## src/rtl/vga_vert_timing.sv

```systemverilog
// rtl/vga_vert_timing.sv - parametrised VGA vertical line counter with sync, text-row and blink decode
module vga_vert_timing #(
   parameter int V_VISIBLE    = 480,
   parameter int V_FRONT      = 10,
   parameter int V_SYNC       = 2,
   parameter int V_BACK       = 33,
   parameter int V_W          = 10,
   parameter bit SYNC_POL     = 1'b0,
   parameter int CHAR_H       = 16,
   parameter int ROW_W        = 5,
   parameter int SL_W         = 4,
   parameter int FC_W         = 8,
   parameter int BLINK_FRAMES = 16
) (
   input  logic             CLK,
   input  logic             RST,
   input  logic             EN,
   output logic [V_W-1:0]   Q,
   output logic             VSYNC,
   output logic             VACTIVE,
   output logic [ROW_W-1:0] ROW,
   output logic [SL_W-1:0]  SCANLINE,
   output logic             FRAME_START,
   output logic [FC_W-1:0]  FRAME_CNT,
   output logic             BLINK
);

   localparam int V_TOTAL = V_VISIBLE + V_FRONT + V_SYNC + V_BACK;
   // Blink counter needs at least one bit even when BLINK_FRAMES is 1.
   localparam int BC_W    = (BLINK_FRAMES > 1) ? $clog2(BLINK_FRAMES) : 1;

   // Line-number boundaries held as 32-bit values so the sync window end
   // may reach 2^V_W without truncation.
   localparam logic [31:0]      LP_VIS      = 32'(V_VISIBLE);
   localparam logic [31:0]      LP_SYNC_BEG = 32'(V_VISIBLE + V_FRONT);
   localparam logic [31:0]      LP_SYNC_END = 32'(V_VISIBLE + V_FRONT + V_SYNC);
   localparam logic [V_W-1:0]   LP_Q_LAST   = V_W'(V_TOTAL - 1);
   localparam logic [SL_W-1:0]  LP_SL_LAST  = SL_W'(CHAR_H - 1);
   localparam logic [BC_W-1:0]  LP_BC_LAST  = BC_W'(BLINK_FRAMES - 1);

   logic [V_W-1:0]   r_q;
   logic [ROW_W-1:0] r_row;
   logic [SL_W-1:0]  r_sl;
   logic             r_frame_start;
   logic [FC_W-1:0]  r_frame_cnt;
   logic [BC_W-1:0]  r_blink_cnt;
   logic             r_blink;

   logic             w_wrap;
   logic [V_W-1:0]   w_q_next;
   logic [ROW_W-1:0] w_row_next;
   logic [SL_W-1:0]  w_sl_next;
   logic [31:0]      w_q32;
   logic [31:0]      w_q_next32;
   logic             w_in_sync;

   // Next line number and the row/scanline that will describe it.
   always_comb begin
      w_wrap     = (r_q == LP_Q_LAST);
      w_q_next   = w_wrap ? '0 : (r_q + V_W'(1));
      w_q_next32 = 32'(w_q_next);
      w_row_next = '0;
      w_sl_next  = '0;
      if (w_q_next32 == 32'd0) begin
         w_row_next = '0;
         w_sl_next  = '0;
      end else if (w_q_next32 < LP_VIS) begin
         if (r_sl == LP_SL_LAST) begin
            w_sl_next  = '0;
            w_row_next = r_row + ROW_W'(1);
         end else begin
            w_sl_next  = r_sl + SL_W'(1);
            w_row_next = r_row;
         end
      end
   end

   // Line counter, text indices and per-frame state, advanced only on EN.
   always_ff @(posedge CLK) begin
      if (RST) begin
         r_q           <= '0;
         r_row         <= '0;
         r_sl          <= '0;
         r_frame_start <= 1'b0;
         r_frame_cnt   <= '0;
         r_blink_cnt   <= '0;
         r_blink       <= 1'b0;
      end else if (EN) begin
         r_q           <= w_q_next;
         r_row         <= w_row_next;
         r_sl          <= w_sl_next;
         r_frame_start <= w_wrap;
         if (w_wrap) begin
            r_frame_cnt <= r_frame_cnt + FC_W'(1);
            if (r_blink_cnt == LP_BC_LAST) begin
               r_blink_cnt <= '0;
               r_blink     <= ~r_blink;
            end else begin
               r_blink_cnt <= r_blink_cnt + BC_W'(1);
            end
         end
      end else begin
         r_frame_start <= 1'b0;
      end
   end

   // Zero-latency decodes of the registered line; sync forced inactive in reset.
   always_comb begin
      w_q32     = 32'(r_q);
      w_in_sync = (w_q32 >= LP_SYNC_BEG) && (w_q32 < LP_SYNC_END);
      VACTIVE   = (w_q32 < LP_VIS);
      if (RST) begin
         VSYNC = ~SYNC_POL;
      end else begin
         VSYNC = w_in_sync ? SYNC_POL : ~SYNC_POL;
      end
   end

   assign Q           = r_q;
   assign ROW         = r_row;
   assign SCANLINE    = r_sl;
   assign FRAME_START = r_frame_start;
   assign FRAME_CNT   = r_frame_cnt;
   assign BLINK       = r_blink;

endmodule

```

## config.mk

```make
export PLATFORM = sky130hd
export DESIGN_NAME = vga_vert_timing
export DESIGN_NICKNAME = d
export VERILOG_FILES = /design/src/rtl/vga_vert_timing.sv
export SDC_FILE = /design/constraint.sdc
export NUM_CORES = 1
export LEC_CHECK = 0
export ABC_AREA = 1
export CORE_MARGIN = 2
export CORE_UTILIZATION = 50
export CTS_BUF_LIST = sky130_fd_sc_hd__clkbuf_8
export CTS_CLUSTER_SIZE = 12
export DETAILED_ROUTE_END_ITERATION = 7
export DONT_BUFFER_PORTS = 1
export MAX_ROUTING_LAYER = met4
export PLACE_DENSITY = 0.72
export SLEW_MARGIN = 20
export SYNTH_ARGS = -nofsm -noshare
export SYNTH_HDL_FRONTEND = slang
export SYNTH_SLANG_ARGS = --single-unit
```

## constraint.sdc

```tcl
create_clock -name CLK -period 4.8 [get_ports CLK]
set_clock_uncertainty 0.05 [all_clocks]
set_input_delay 0.24 -clock CLK [delete_from_list [all_inputs] [get_ports CLK]]
set_output_delay 0.24 -clock CLK [all_outputs]
set_load 0.1 [all_outputs]
```

; Yosys cells after proc, flatten, opt, wreduce, memory -nomap -nowiden
; Index checks and enable logic that the tools add are counted.
[word_totals]
elab_cells = 38
mem_bits_rw = 0
out_inout_bits = 31
ff_bits = 33
romBits = 0
mem_count = 0
latchBits = 0
[op_classes]
shift = 0
eq_ne = 4
n_div = 0
mux = 10
bitwise = 2
add_sub_neg = 5
n_mul = 0
reduce_logical = 6
magnitude_cmp = 4
[op_table]
columns = op, count
row1 = < comparator 10 x 9 -> 1 bit (second input constant), 3
row2 = 2-to-1 mux 4 bit, 4
row3 = 2-to-1 mux 5 bit, 3
row4 = adder 10 x 1 -> 10 bit (second input constant), 1
row5 = == test 10 bit (second input constant), 1
row6 = greater-or-equal comparator 10 x 9 -> 1 bit (second input constant), 1
row7 = logical NOT 10 bit, 1
row8 = 2-to-1 mux 10 bit, 1
row9 = adder 4 x 1 -> 4 bit (second input constant), 2
row10 = adder 8 x 1 -> 8 bit (second input constant), 1
row11 = == test 4 bit (second input constant), 2
row12 = adder 5 x 1 -> 5 bit (second input constant), 1
row13 = AND reduction 2 bit, 2
row14 = != test 3 x 2 -> 1 bit (second input constant), 1
row15 = AND reduction 3 bit, 1
row16 = 2-to-1 mux 1 bit, 2
row17 = inverter 1 bit, 2
row18 = OR reduction 2 bit, 1
row19 = logical AND 1 bit, 1

; Depth between registers and ports, before layout
[depth]
depth_word = 5
depth_mapped = 13
mapped_depth_nobuf = 13

; Worst setup path after synthesis
; No wires, ideal clock.
[synth_timing]
path_type = reg-to-output
start = register r_q[0], in the netlist Q[0]
end = output VSYNC
arrival_time_ns = 2.987
t_required_ns = 4.510
stages_incl_launch_ff = 4
slack_ns = 1.523
path_cell_list = dfxtp_1 inv_1 ha_1 o2111ai_1
[synth_via]
elab_chain_cells = 4
word_cells_on_any_way = 5
classes_between = 2 x order compare / 2 x mux / 1 x reduce/logical
[synth_rtl]
columns = element, line_no
row1 = from (decl), 41  ; logic [V_W-1:0] r_q;
row2 = from (signal assigned), 89  ; r_q <= w_q_next;
row3 = greater-or-equal comparator 10 x 9 -> 1 bit or < comparator 10 x 9 -> 1 bit (tied branches), 110  ; w_in_sync = (w_q32 >= LP_SYNC_BEG) && (w_q32 < LP_SYNC_END);
row4 = logical AND 1 bit (*), 110
row5 = 2-to-1 mux 1 bit (*), 115  ; VSYNC = w_in_sync ? SYNC_POL : ~SYNC_POL;
row6 = 2-to-1 mux 1 bit (*), 112  ; if (RST) begin
row7 = to (decl), 19  ; output logic VSYNC,
; Every way passes the cells marked *; elsewhere a longest branch is shown, timed or not.

; Worst setup path after layout
; Same ends and word-level chain as after synthesis.

==> run_results.csv <==
group,metric,value,unit
timing,timing.final.crit_period,3040,ps
clock_network,numCtsBuffers,5,
routing,drtAntennaViolNets,0,
synthesis,synth_seq_cells,33,
critical_path,slowest_stage,"dfxtp_1",
finish,n_fill_cell,341,
critical_path,path_cells,"inv_1 -> ha_1 -> o2111ai_2",
clock_network,hold_buffers,3,
timing,min_period_over_period,63.4,%
timing,fin_ws,1760,ps
worst_hold_path,hp-class,"input port to flop",
synthesis,yosysWarnings,0,
routing,wirelength,4.19,mm
finish,drive_above_1_share,12.0,%
timing,finalMaxSlewViolations,0,
timing,slew-limit-headroom,22.5,%
clock_network,cts-htree-levels,2,
critical_path,crit_required,4510,ps
global_route,grtUsageTotal,22.4,%
worst_hold_path,whs_endpoint,"Q[0]",
synthesis,synth-edff-count,0,
routing,wl_per_cell,12.9,µm
floorplanning,rows,22,
job,drv_cap,0,
timing,setup_tns,0,ps
clock_network,clockRootBuffer,"clkbuf_8",
clock_network,clock_latency,280,ps
global_route,grt_pass1_vias,1650,
floorplanning,die-area,4300,µm²
finish,final_core_util,56.8,%
outcome,status,"completed",
floorplanning,die_h,65.6,µm
floorplanning,fp.dieW,65.6,µm
timing,setup_violations,0,
critical_path,r2r_start,"Q[0]",
floorplanning,core_area,3660,µm²
clock_network,clock_sink_count,33,
critical_path,worstReg2RegEnd,"ROW[3]",
synthesis,syn-cell-area,1900,µm²
critical_path,critPathMaxStageDelay,1050,ps
global_route,grt_antenna_before_repair,0,
placement,dpl.hpwl,2.88,mm
critical_path,crit_family,"flip-flops",
finish,final_cell_area,2080,µm²
clock_network,cts-resized-gates,0,
finish,area_delta_synth_final,9.70,%
clock_network,cts_max_path_buffers,2,
critical_path,start_kind,"flop",
synthesis,ys.flop_type,"dfxtp_1",
pwr,finalPower,627,µW
pwr,leakagePower,0.000913,µW
routing,num_vias,1753,
critical_path,worst-r2r-cell-count,10,
finish,nets,286,
critical_path,worstPathArrival,2750,ps
routing,route.detailed.drc,0,
global_route,grt_max_degree,27,
timing,hold_viol,0,
finish,antennaDiodeCount,0,
placement,gp_congestion,0.934,
floorplanning,start_util,51.8,%
critical_path,path_max_fanout,6,
critical_path,crit_start,"Q[0]",
timing,rsz0062_at_grt,"false",
pwr,cellPowerDensity,302,nW/µm²
global_route,grt_pass1_wl,7.31,mm
clock_network,post-cts-setup-buffers,0,
timing,tightest_slew,1160,ps
placement,portBuffers,0,
routing,drt_pass1_iterations,4,
floorplanning,io_pins,34,
worst_hold_path,min_delay_path_depth,1,
routing,drt_iter0_markers,153,
synthesis,avgSynthCellArea,7.05,µm²
pwr,vdd_drop_max,186,µV
placement,dp_slack,2060,ps
critical_path,endpoint_kind,"output pin",
critical_path,crit_type,"flop to output pin",
synthesis,synthArstFlopShare,0,%
synthesis,yosysSeqAreaShare,34.9,%
synthesis,syn_inst,269,
critical_path,rrSetupSlack,2020,ps
synthesis,ys_types,32,
clock_network,clk_pin_slew,70,ps
placement,placed_area,1950,µm²
timing,fmax,329,MHz
global_route,gr-total-overflow,0,
worst_hold_path,hold_path_startpoint,"EN",
clock_network,cts_tree,"done",
routing,avgViaCountPerCell,5.41,
critical_path,cp_num_buf_inv,1,
finish,most-common-layout-cells,"nand2_1, dfxtp_1, nor2_1",
synthesis,synth_nets,279,
finish,final_common_cell,"nand2_1",
[worst max path at each step]
stage | to | slack (ps) | depth (start not counted)
after floorplan | VSYNC | 1520 | 3
after global placement | VSYNC | 2070 | 3
after detailed placement | VSYNC | 2060 | 3
after CTS | VSYNC | 1750 | 3
after global routing | VSYNC | 1670 | 3
final | VSYNC | 1760 | 3
[state kept, by name (all words and copies together) (netlist names)]
register,cells
BLINK,1
FRAME_CNT,8
FRAME_START,1
Q,10
ROW,5
SCANLINE,4
r_blink_cnt,4
[report_power, final]
part | switching (µW) | internal [µW] | total [µW] | leakage (µW)
Sequential | 53.1 | 282 | 335 | 0.000269
Clock | 95.9 | 112 | 207 | 0.0000485
Combinational | 59.9 | 24.9 | 84.9 | 0.000596
Total | 209 | 418 | 627 | 0.000913
[synthesized netlist by cell type, types with 2 or more instances]
| cell type | number | area, µm² |
|---|---|---|
| nand2_1 | 49 | 184 |
| nand2_2 | 3 | 18.8 |
| xnor2_1 | 3 | 26.3 |
| nor3_4 | 2 | 32.5 |
| nor2_4 | 2 | 22.5 |
| dfxtp_1 | 33 | 661 |
| buf_4 | 3 | 22.5 |
| nand4_1 | 8 | 50.1 |
| nor3b_2 | 2 | 25.0 |
| a21oi_1 | 20 | 100 |
| nand3_1 | 23 | 115 |
| nor2_1 | 32 | 120 |
| ha_1 | 7 | 87.6 |
| o21a_1 | 2 | 15.0 |
| inv_1 | 29 | 109 |
| nor3_1 | 5 | 25.0 |
| o21ai_0 | 23 | 115 |
| xor2_1 | 2 | 17.5 |
| nor2_2 | 3 | 18.8 |
| clkbuf_1 | 4 | 15.0 |
| inv_2 | 3 | 11.3 |
[cells by family after synthesis]
| group | Yosys count | synth area share [%] |
|---|---|---|
| and+or+nand+nor | 137 | 36.7 |
| DFF | 33 | 34.9 |
| xor gates and xnor gates | 5 | 2.31 |
| AOI/OAI and AO/OA | 47 | 12.9 |
| buffers and inverters | 40 | 8.58 |
| adders and majority gates | 7 | 4.62 |
[worst reg2reg max path: cells and delay by family (launching register included)]
family | cells | cell delay [ps]
flip-flops | 1 | 1050
buffers and inverters | 2 | 230
AND/OR/NAND/NOR | 8 | 1400
[stage by stage]
step | hold WS [ps] | std cells
after floorplan | 415 | 269
after global placement | 264 | 313
after detailed placement | 266 | 313
after CTS | 5.76 | 323
after global routing | 7.61 | 324
final | 11.1 | 324
[layout make-up]
cell class / count / area (µm²) / share of cell area (%)
Clock buffer: 6 / 82.6 / 3.97
Clock inverter: 1 / 3.75 / 0.181
Sequential cell: 33 / 662 / 31.8
Tap cell: 48 / 60.1 / 2.89
Multi-Input combinational cell: 196 / 1080 / 52.0
Timing Repair Buffer: 8 / 70.1 / 3.37
Inverter: 32 / 120 / 5.78
[routing by layer]
metal	part of all wire [%]	GRT usage, %	up-vias	routed length, µm
met5	0	-	-	0
met4	0.81	5.99	0	34
met3	7.1	6.34	5	297
met2	47	35.6	51	1970
met1	45	28.0	794	1890
li1	-	-	903	-
No activity file was read; power rests on OpenSTA's default activity.
